==> config.mk <==
export PLATFORM = sky130hd
export DESIGN_NAME = exec_unit_flat
export DESIGN_NICKNAME = d
export VERILOG_FILES = /design/src/rtl/exec_unit.sv /design/src/rtl/exec_unit_if.sv /design/src/flat_wrapper.sv
export SDC_FILE = /design/constraint.sdc
export NUM_CORES = 1
export LEC_CHECK = 0
export ABC_AREA = 1
export CAP_MARGIN = 25
export CORE_ASPECT_RATIO = 0.75
export CORE_UTILIZATION = 45
export DETAILED_ROUTE_END_ITERATION = 8
export DONT_BUFFER_PORTS = 1
export MAX_ROUTING_LAYER = met4
export PLACE_DENSITY = 0.65
export SYNTH_ARGS = -nofsm -noshare
export SYNTH_HDL_FRONTEND = slang
export SYNTH_SLANG_ARGS = --single-unit
export TNS_END_PERCENT = 10
==> constraint.sdc <==
create_clock -name ctrl_clk -period 5.2 [get_ports ctrl_clk]
set_clock_uncertainty 0.2 [all_clocks]
set_input_delay 1.3 -clock ctrl_clk [delete_from_list [all_inputs] [get_ports ctrl_clk]]
set_output_delay 1.3 -clock ctrl_clk [all_outputs]
set_load 0.05 [all_outputs]
==> src/rtl/exec_unit.sv <==
// Execution stage of a tiny 4-bit CPU: a FETCH/EXEC/HALT sequencer plus the
// A/B/out_port/carry/pc architectural state and the single 5-bit adder that
// feeds every register write.

package exec_unit_pkg;

  // Decoded instruction as delivered (already registered) by the decoder.
  typedef enum logic [3:0] {
    NOP       = 4'h0,
    ADD_A_IMM = 4'h1,
    ADD_B_IMM = 4'h2,
    MOV_A_IMM = 4'h3,
    MOV_B_IMM = 4'h4,
    MOV_A_B   = 4'h5,
    MOV_B_A   = 4'h6,
    JMP_IMM   = 4'h7,
    JNC_IMM   = 4'h8,
    IN_A      = 4'h9,
    IN_B      = 4'hA,
    OUT_B     = 4'hB,
    OUT_IMM   = 4'hC,
    INVALID   = 4'hF
  } opecode_t;

  typedef enum logic [1:0] {
    ST_FETCH = 2'd0,
    ST_EXEC  = 2'd1,
    ST_HALT  = 2'd2
  } state_t;

endpackage

module exec_unit
  import exec_unit_pkg::*;
(
  ctrl_bus_if.master     ctrl,
  input  opecode_t       opecode,
  input  logic [3:0]     imm,
  input  logic           step,
  input  logic [3:0]     in_port,
  output logic [3:0]     pc,
  output logic [3:0]     reg_a,
  output logic [3:0]     reg_b,
  output logic [3:0]     out_port,
  output logic           carry,
  output logic           halted,
  output logic           exec_phase
);

  state_t     state_q, state_d;
  logic [3:0] pc_q, pc_d;
  logic [3:0] a_q, a_d;
  logic [3:0] b_q, b_d;
  logic [3:0] out_q, out_d;
  logic       carry_q, carry_d;

  logic [3:0] alu_src;
  logic [3:0] alu_imm;
  logic [4:0] alu_sum;
  logic       opcode_valid;
  logic       commit;

  // Opcode decode: pick the adder source, mask the immediate for NOP and flag
  // anything that is not a defined instruction (unused encodings halt too).
  always_comb begin
    // NOTE: every signal written here gets a default first, so no path can
    // leave it unassigned and infer a latch.
    alu_src      = 4'd0;
    alu_imm      = imm;
    opcode_valid = 1'b1;
    case (opecode)
      ADD_A_IMM, MOV_B_A:        alu_src = a_q;
      ADD_B_IMM, MOV_A_B, OUT_B: alu_src = b_q;
      IN_A, IN_B:                alu_src = in_port;
      NOP:                       alu_imm = 4'd0;
      MOV_A_IMM, MOV_B_IMM, OUT_IMM, JMP_IMM, JNC_IMM: ;
      default:                   opcode_valid = 1'b0;
    endcase
    alu_sum = {1'b0, alu_src} + {1'b0, alu_imm};
  end

  // An instruction retires only on the EXEC->FETCH edge of a valid opcode.
  assign commit = step && (state_q == ST_EXEC) && opcode_valid;

  // FSM state register.
  always_ff @(posedge ctrl.clk or posedge ctrl.rst) begin
    // NOTE: sequential state uses non-blocking assignments so every flop
    // samples the pre-edge values regardless of process ordering.
    if (ctrl.rst) state_q <= ST_FETCH;
    else          state_q <= state_d;
  end

  // FSM next-state logic; step low freezes the sequencer, HALT is sticky.
  always_comb begin
    state_d = state_q;
    case (state_q)
      ST_FETCH: if (step) state_d = ST_EXEC;
      ST_EXEC:  if (step) state_d = opcode_valid ? ST_FETCH : ST_HALT;
      ST_HALT:  state_d = ST_HALT;
      default:  state_d = ST_FETCH;
    endcase
  end

  // FSM outputs decoded straight from the state flops, so reset clears them
  // immediately.
  always_comb begin
    halted     = (state_q == ST_HALT);
    exec_phase = (state_q == ST_EXEC);
  end

  // Architectural next-state: only a commit changes anything. Carry always
  // takes the adder carry-out; JNC looks at the carry from before this commit.
  always_comb begin
    pc_d    = pc_q;
    a_d     = a_q;
    b_d     = b_q;
    out_d   = out_q;
    carry_d = carry_q;
    if (commit) begin
      carry_d = alu_sum[4];
      pc_d    = pc_q + 4'd1;
      case (opecode)
        ADD_A_IMM, MOV_A_IMM, MOV_A_B, IN_A: a_d   = alu_sum[3:0];
        ADD_B_IMM, MOV_B_IMM, MOV_B_A, IN_B: b_d   = alu_sum[3:0];
        OUT_B, OUT_IMM:                      out_d = alu_sum[3:0];
        JMP_IMM:                             pc_d  = imm;
        JNC_IMM:                             if (!carry_q) pc_d = imm;
        default: ;
      endcase
    end
  end

  // Architectural registers, all cleared asynchronously by reset.
  always_ff @(posedge ctrl.clk or posedge ctrl.rst) begin
    if (ctrl.rst) begin
      pc_q    <= 4'd0;
      a_q     <= 4'd0;
      b_q     <= 4'd0;
      out_q   <= 4'd0;
      carry_q <= 1'b0;
    end else begin
      pc_q    <= pc_d;
      a_q     <= a_d;
      b_q     <= b_d;
      out_q   <= out_d;
      carry_q <= carry_d;
    end
  end

  assign pc       = pc_q;
  assign reg_a    = a_q;
  assign reg_b    = b_q;
  assign out_port = out_q;
  assign carry    = carry_q;

endmodule

==> src/rtl/exec_unit_if.sv <==
// Control bus carrying the shared clock and the asynchronous active-high reset.
interface ctrl_bus_if;
  logic clk;
  logic rst;

  // The execution unit only consumes clock and reset from this bus.
  modport master (
    input clk,
    input rst
  );
endinterface

==> src/flat_wrapper.sv <==
// flat-port wrapper written by rule: the top's interface ports become plain ports
module exec_unit_flat import exec_unit_pkg::*;
  (opecode, imm, step, in_port, pc, reg_a, reg_b, out_port, carry, halted, exec_phase, ctrl_clk, ctrl_rst);
  ctrl_bus_if ctrl_i ();
  input  opecode_t opecode;
  input  logic [3:0] imm;
  input  logic step;
  input  logic [3:0] in_port;
  output logic [3:0] pc;
  output logic [3:0] reg_a;
  output logic [3:0] reg_b;
  output logic [3:0] out_port;
  output logic carry;
  output logic halted;
  output logic exec_phase;
  input wire logic [$bits(ctrl_i.clk)-1:0] ctrl_clk;
  input wire logic [$bits(ctrl_i.rst)-1:0] ctrl_rst;
  assign ctrl_i.clk = ctrl_clk;
  assign ctrl_i.rst = ctrl_rst;
  exec_unit u_core (.ctrl(ctrl_i), .opecode(opecode), .imm(imm), .step(step), .in_port(in_port), .pc(pc), .reg_a(reg_a), .reg_b(reg_b), .out_port(out_port), .carry(carry), .halted(halted), .exec_phase(exec_phase));
endmodule
* Word level (Yosys, flattened, before mapping)
Cells that the tools add are included.
** Word-level totals
- Bits in registers :: 19
- Output and inout bits :: 19
- Logic and storage cells :: 48
** Cells by class
- Add/sub/neg operators :: 2
- Equality and inequality tests :: 16
- Mux-type cells :: 9
- Reductions and logical operators :: 15
** Operators with widths (count)
- $eq 4x4->1 const B :: 5
- $eq 4x3->1 const B :: 4
- $reduce_or 13->1 :: 1
- $pmux 4 s3 :: 1
- $eq 4x2->1 const B :: 2
- $mux 4 :: 2
- $pmux 4 s2 :: 1
- $reduce_and 2->1 :: 4
- $reduce_or 4->1 :: 2
- $mux 2 :: 3
- $pmux 2 s3 :: 1
- $reduce_or 2->1 :: 3
- $add 4x4->5 :: 1
- $add 4x1->4 const B :: 1
- $eq 4x1->1 const B :: 1
- $logic_not 4->1 :: 1
- $ne 2x2->1 const B :: 2
- $reduce_or 3->1 :: 1
- $eq 2x1->1 const B :: 1
- $eq 2x2->1 const B :: 1
- $logic_and 1x1->1 :: 2
- $logic_not 2->1 :: 1
- $mux 1 :: 1

* Longest topological paths before layout
- Depth in word-level cells :: 6
- Depth in mapped cells :: 13

* Worst setup path before layout
OpenSTA, ideal clock, no wires.
- Path kind :: in2reg
- Start :: input opecode[1]
- End :: register u_core.out_q[2], in the netlist u_core.out_port[2]
- Setup time :: 0.076 ns
- Arrival time :: 2.865 ns
- Data required time :: 4.924 ns
- Slack :: 2.058 ns
- Stages on the path :: 11
- Cells stage by stage :: nor2_4 > inv_4 > nor3_1 > nor2_1 > ha_1 > fa_1 > nand2_1 > inv_1 > nor2_1 > inv_1 > o21ai_1
** On the way
- Cells in the longest elaborated chain, start to end :: 5
** RTL lines
- start: declaration :: RTL line flat_wrapper.sv:5 : input opecode_t opecode;
- parallel branches: the longest is 5 deep, another holds $add 4x4->5
- end signal: assignment :: RTL line exec_unit.sv:145 : out_q <= out_d;
- end: declaration :: RTL line exec_unit.sv:54 : logic [3:0] out_q, out_d;
Several ways; the timed one is not identified.
A chain may end at the register's enable or synchronous reset.

* Worst setup path in the final report
- Start :: input opecode[1]
- End :: register u_core.b_q[2], in the netlist u_core.reg_b[2]
** On the way
- Cells in the longest elaborated chain, start to end :: 5
** RTL lines
- parallel branches: the longest is 5 deep, another holds $add 4x4->5
- end signal: assignment :: RTL line exec_unit.sv:138 : b_q <= 4'd0;
- end signal: assignment :: RTL line exec_unit.sv:144 : b_q <= b_d;
- end: declaration :: RTL line exec_unit.sv:53 : logic [3:0] b_q, b_d;
Several ways; the timed one is not identified.

==> results.toml <==
[power]
p_int_uw = 333
p_switching_uw = 446
clockPowerShare_pct = 13.4
p_comb_share_pct = 24.7
p_leak_uw = 0.000786
powerDensity_mw_per_mm2 = 564
seqPwrFrac_pct = 61.9
ir_worst_vdd_mv = 0.317
p_sw_share_pct = 57.2

[placed_design]
dp.cells = 212
io_buffers = 0
hpwl_um = 2190
place_ws_ns = 1.82
gp_congestion = 0.908

[sta]
drv_slew = 0
tightest_slew_ns = 0.874
fin_crit_ns = 3.12
setup_viol = 0
max_freq_ghz = 0.320
max-slew-margin-rel_pct = 41.5
rsz0062_at_grt = "false"
hold_slack_ns = 0.324
fin_ws_ns = 2.08
hold_violations = 0
fin_crit_sh_pct = 60.1
setup-tns-final_ns = 0

[grt]
antenna_found_initial = 0
overflow = 0
grt_usage_pct = 19.6
grt_max_degree = 20
grt_pass1_wl_um = 4560
grt_pass1_vias = 967
grt_use_met1_pct = 28.4
grt.busiest_layer = "met1"
grt_use_met2_pct = 27.7
gr-usage-met3_pct = 5.19

[final_layout]
stdcell_count = 216
diodes = 0
syn2layout_area_growth_pct = 7.08
nets = 202
drive_above_1_share_pct = 13.3

[yosys]
synthMuxAreaShare_pct = 0
yosysWarnings = 0
yosysSeqAreaShare_pct = 36.9
syn_area_mm2 = 0.00129
yosys.area_share.simple_pct = 42.4
synth_top_area_share_pct = 36.9
synth_adder_area_share_pct = 6.40
synth_compound_area_share_pct = 5.63
avgSynthCellArea_um2 = 7.33
yosysUniqueCellTypes = 26
synth_top_family_by_area = "simple AND/OR/NAND/NOR gates"
synth-xor-area-share_pct = 1.36
ys_ff_latch = 19
netlist_top_cells_area = "dfrtp_1 (37%), nand2_1 (19%), ha_1 (4.8%)"
yosysTopAreaCell = "dfrtp_1"
syn-instance-count = 176
synth_nets = 197

[cts]
max-clock-path-buffers = 2
root_buffer = "clkbuf_8"
clkTransAtPathRegs_ns = 0.08
worst_skew_pair.late_latency_ns = 0.25
cts_sinks = 19
ctsHoldBuffers = 0
cts_tree = "done"
cts_max_level = 1
cts-buffers-inserted = 3
cts_resized = 0
cts_setup_buffers = 0

[critical_path]
setup.worst_path.end = "u_core.reg_b[2]"
cp-startpoint = "opecode[1]"
critPathLaunchType = "input pin"
crit_path_end_kind = "register"
cp.arrival_ns = 3.11
r2r_end = "u_core.reg_b[2]"
r2r-start = "u_core.reg_a[0]"
setup.worst_path.class = "in2reg"
cp_max_fo = 5
worstRegToRegCells = 9
r2r_slack_ns = 3.00
required_ns = 5.19

[routing]
route.vias.total = 1073
viasPerCell = 4.97
drt_iter0_drc = 62
ant_nets = 0
wirelength_um = 2700
firstDrtPassIters = 4
drcViolationCount = 0
wl_per_cell_um = 12.5

[floorplan]
core_mm2 = 0.00266
io_pins = 34
start_util_pct = 48.4
rows = 16
fp.dieW_um = 63.8
die_area_mm2 = 0.00309
fp.dieH_um = 48.4

[worst_hold_path]
hold_path_startpoint = "u_core.state_q[0]"
hold_class = "reg2reg"

[outcome]
status = "complete, no violations"

[job]
drv_cap = 0
[placed cells by master, fill, tap and decap left out, types with 4 or more instances in the layout]
master   instances
dfrtp_1         19
ha_1             5
inv_1           16
inv_2            4
nand2_1         67
nand2_4          4
nand3_1         12
nor2_1          16
o21ai_1          6
[power by group through the flow]
stage / combinational, uW / clock, uW / sequential (uW)
floorplan: 165 / 0 / 471
global placement: 190 / 0 / 486
detailed placement: 195 / 0 / 487
CTS: 195 / 109 / 483
global route: 227 / 116 / 492
finish: 193 / 104 / 482
[metrics by stage]
| step | util (%) | instance area (um^2) | power, uW |
|---|---|---|---|
| global placement | 50.1 | 1340 | 676 |
| detailed placement | 50.1 | 1340 | 681 |
| floorplan | - | 1290 | 636 |
| finish | 51.9 | 1380 | 779 |
| global route | 51.9 | 1380 | 835 |
| CTS | 51.9 | 1380 | 788 |
[logic make-up (layout without fill, tap and decap cells)]
kind of cell,after synthesis,count (layout)
AO/OA/AOI/OAI,13,13
XOR/XNOR,2,2
adder cells (fa/ha/maj),6,6
buffers and inverters,24,28
flip-flops,19,19
AND/OR/NAND/NOR,112,112
[cell usage after synthesis (all sizes together)]
| library cell | instances |
|---|---|
| nand2 | 74 |
| clkinv | 2 |
| nand4 | 1 |
| nand3b | 2 |
| a22oi | 1 |
| o22ai | 1 |
| fa | 1 |
| a21oi | 1 |
| o21ai | 10 |
| nand3 | 13 |
| nor2 | 20 |
| nor3b | 1 |
| nor3 | 1 |
| inv | 22 |
| dfrtp | 19 |
| ha | 5 |
| xor2 | 2 |
[sequential cells by signal, summed over array words and instances (netlist names)]
| signal | count |
|---|---|
| u_core.reg_a | 4 |
| u_core.out_port | 4 |
| u_core.pc | 4 |
| u_core.reg_b | 4 |
| u_core.carry | 1 |
| u_core.state_q | 2 |
[layout make-up]
cell class / instances / area [um^2]
fillers: 275 / 1280
inverters: 24 / 95.1
well taps: 36 / 45.0
clock inverters: 1 / 5.00
flip-flops and latches: 19 / 475
clock buffers: 3 / 41.3
multi-input cells: 133 / 719
[worst min-delay path by stage]
| stage | endpoint | cells past startpoint |
|---|---|---|
| after floorplan | u_core.state_q[1] | 1 |
| after global placement | u_core.state_q[1] | 1 |
| after detailed placement | u_core.state_q[1] | 1 |
| after CTS | u_core.state_q[1] | 1 |
| after global routing | u_core.state_q[1] | 1 |
| final | u_core.state_q[1] | 1 |
[critical path, stage by stage]
cell and delay (ns):
nor2_4 0.21, inv_4 0.06, nor3_1 0.36, nor2_1 0.09, ha_1 0.24, fa_1 0.39
nand2_1 0.08, inv_1 0.04, nor2_1 0.15, inv_1 0.07, o21ai_1 0.13
[layer usage]
layer	part of all wire [%]	up-vias
met5	0	-
met4	0.96	0
met3	6.3	4
met2	42	37
met1	50	476
li1	-	556
No activity file was read; power rests on OpenSTA's default activity.
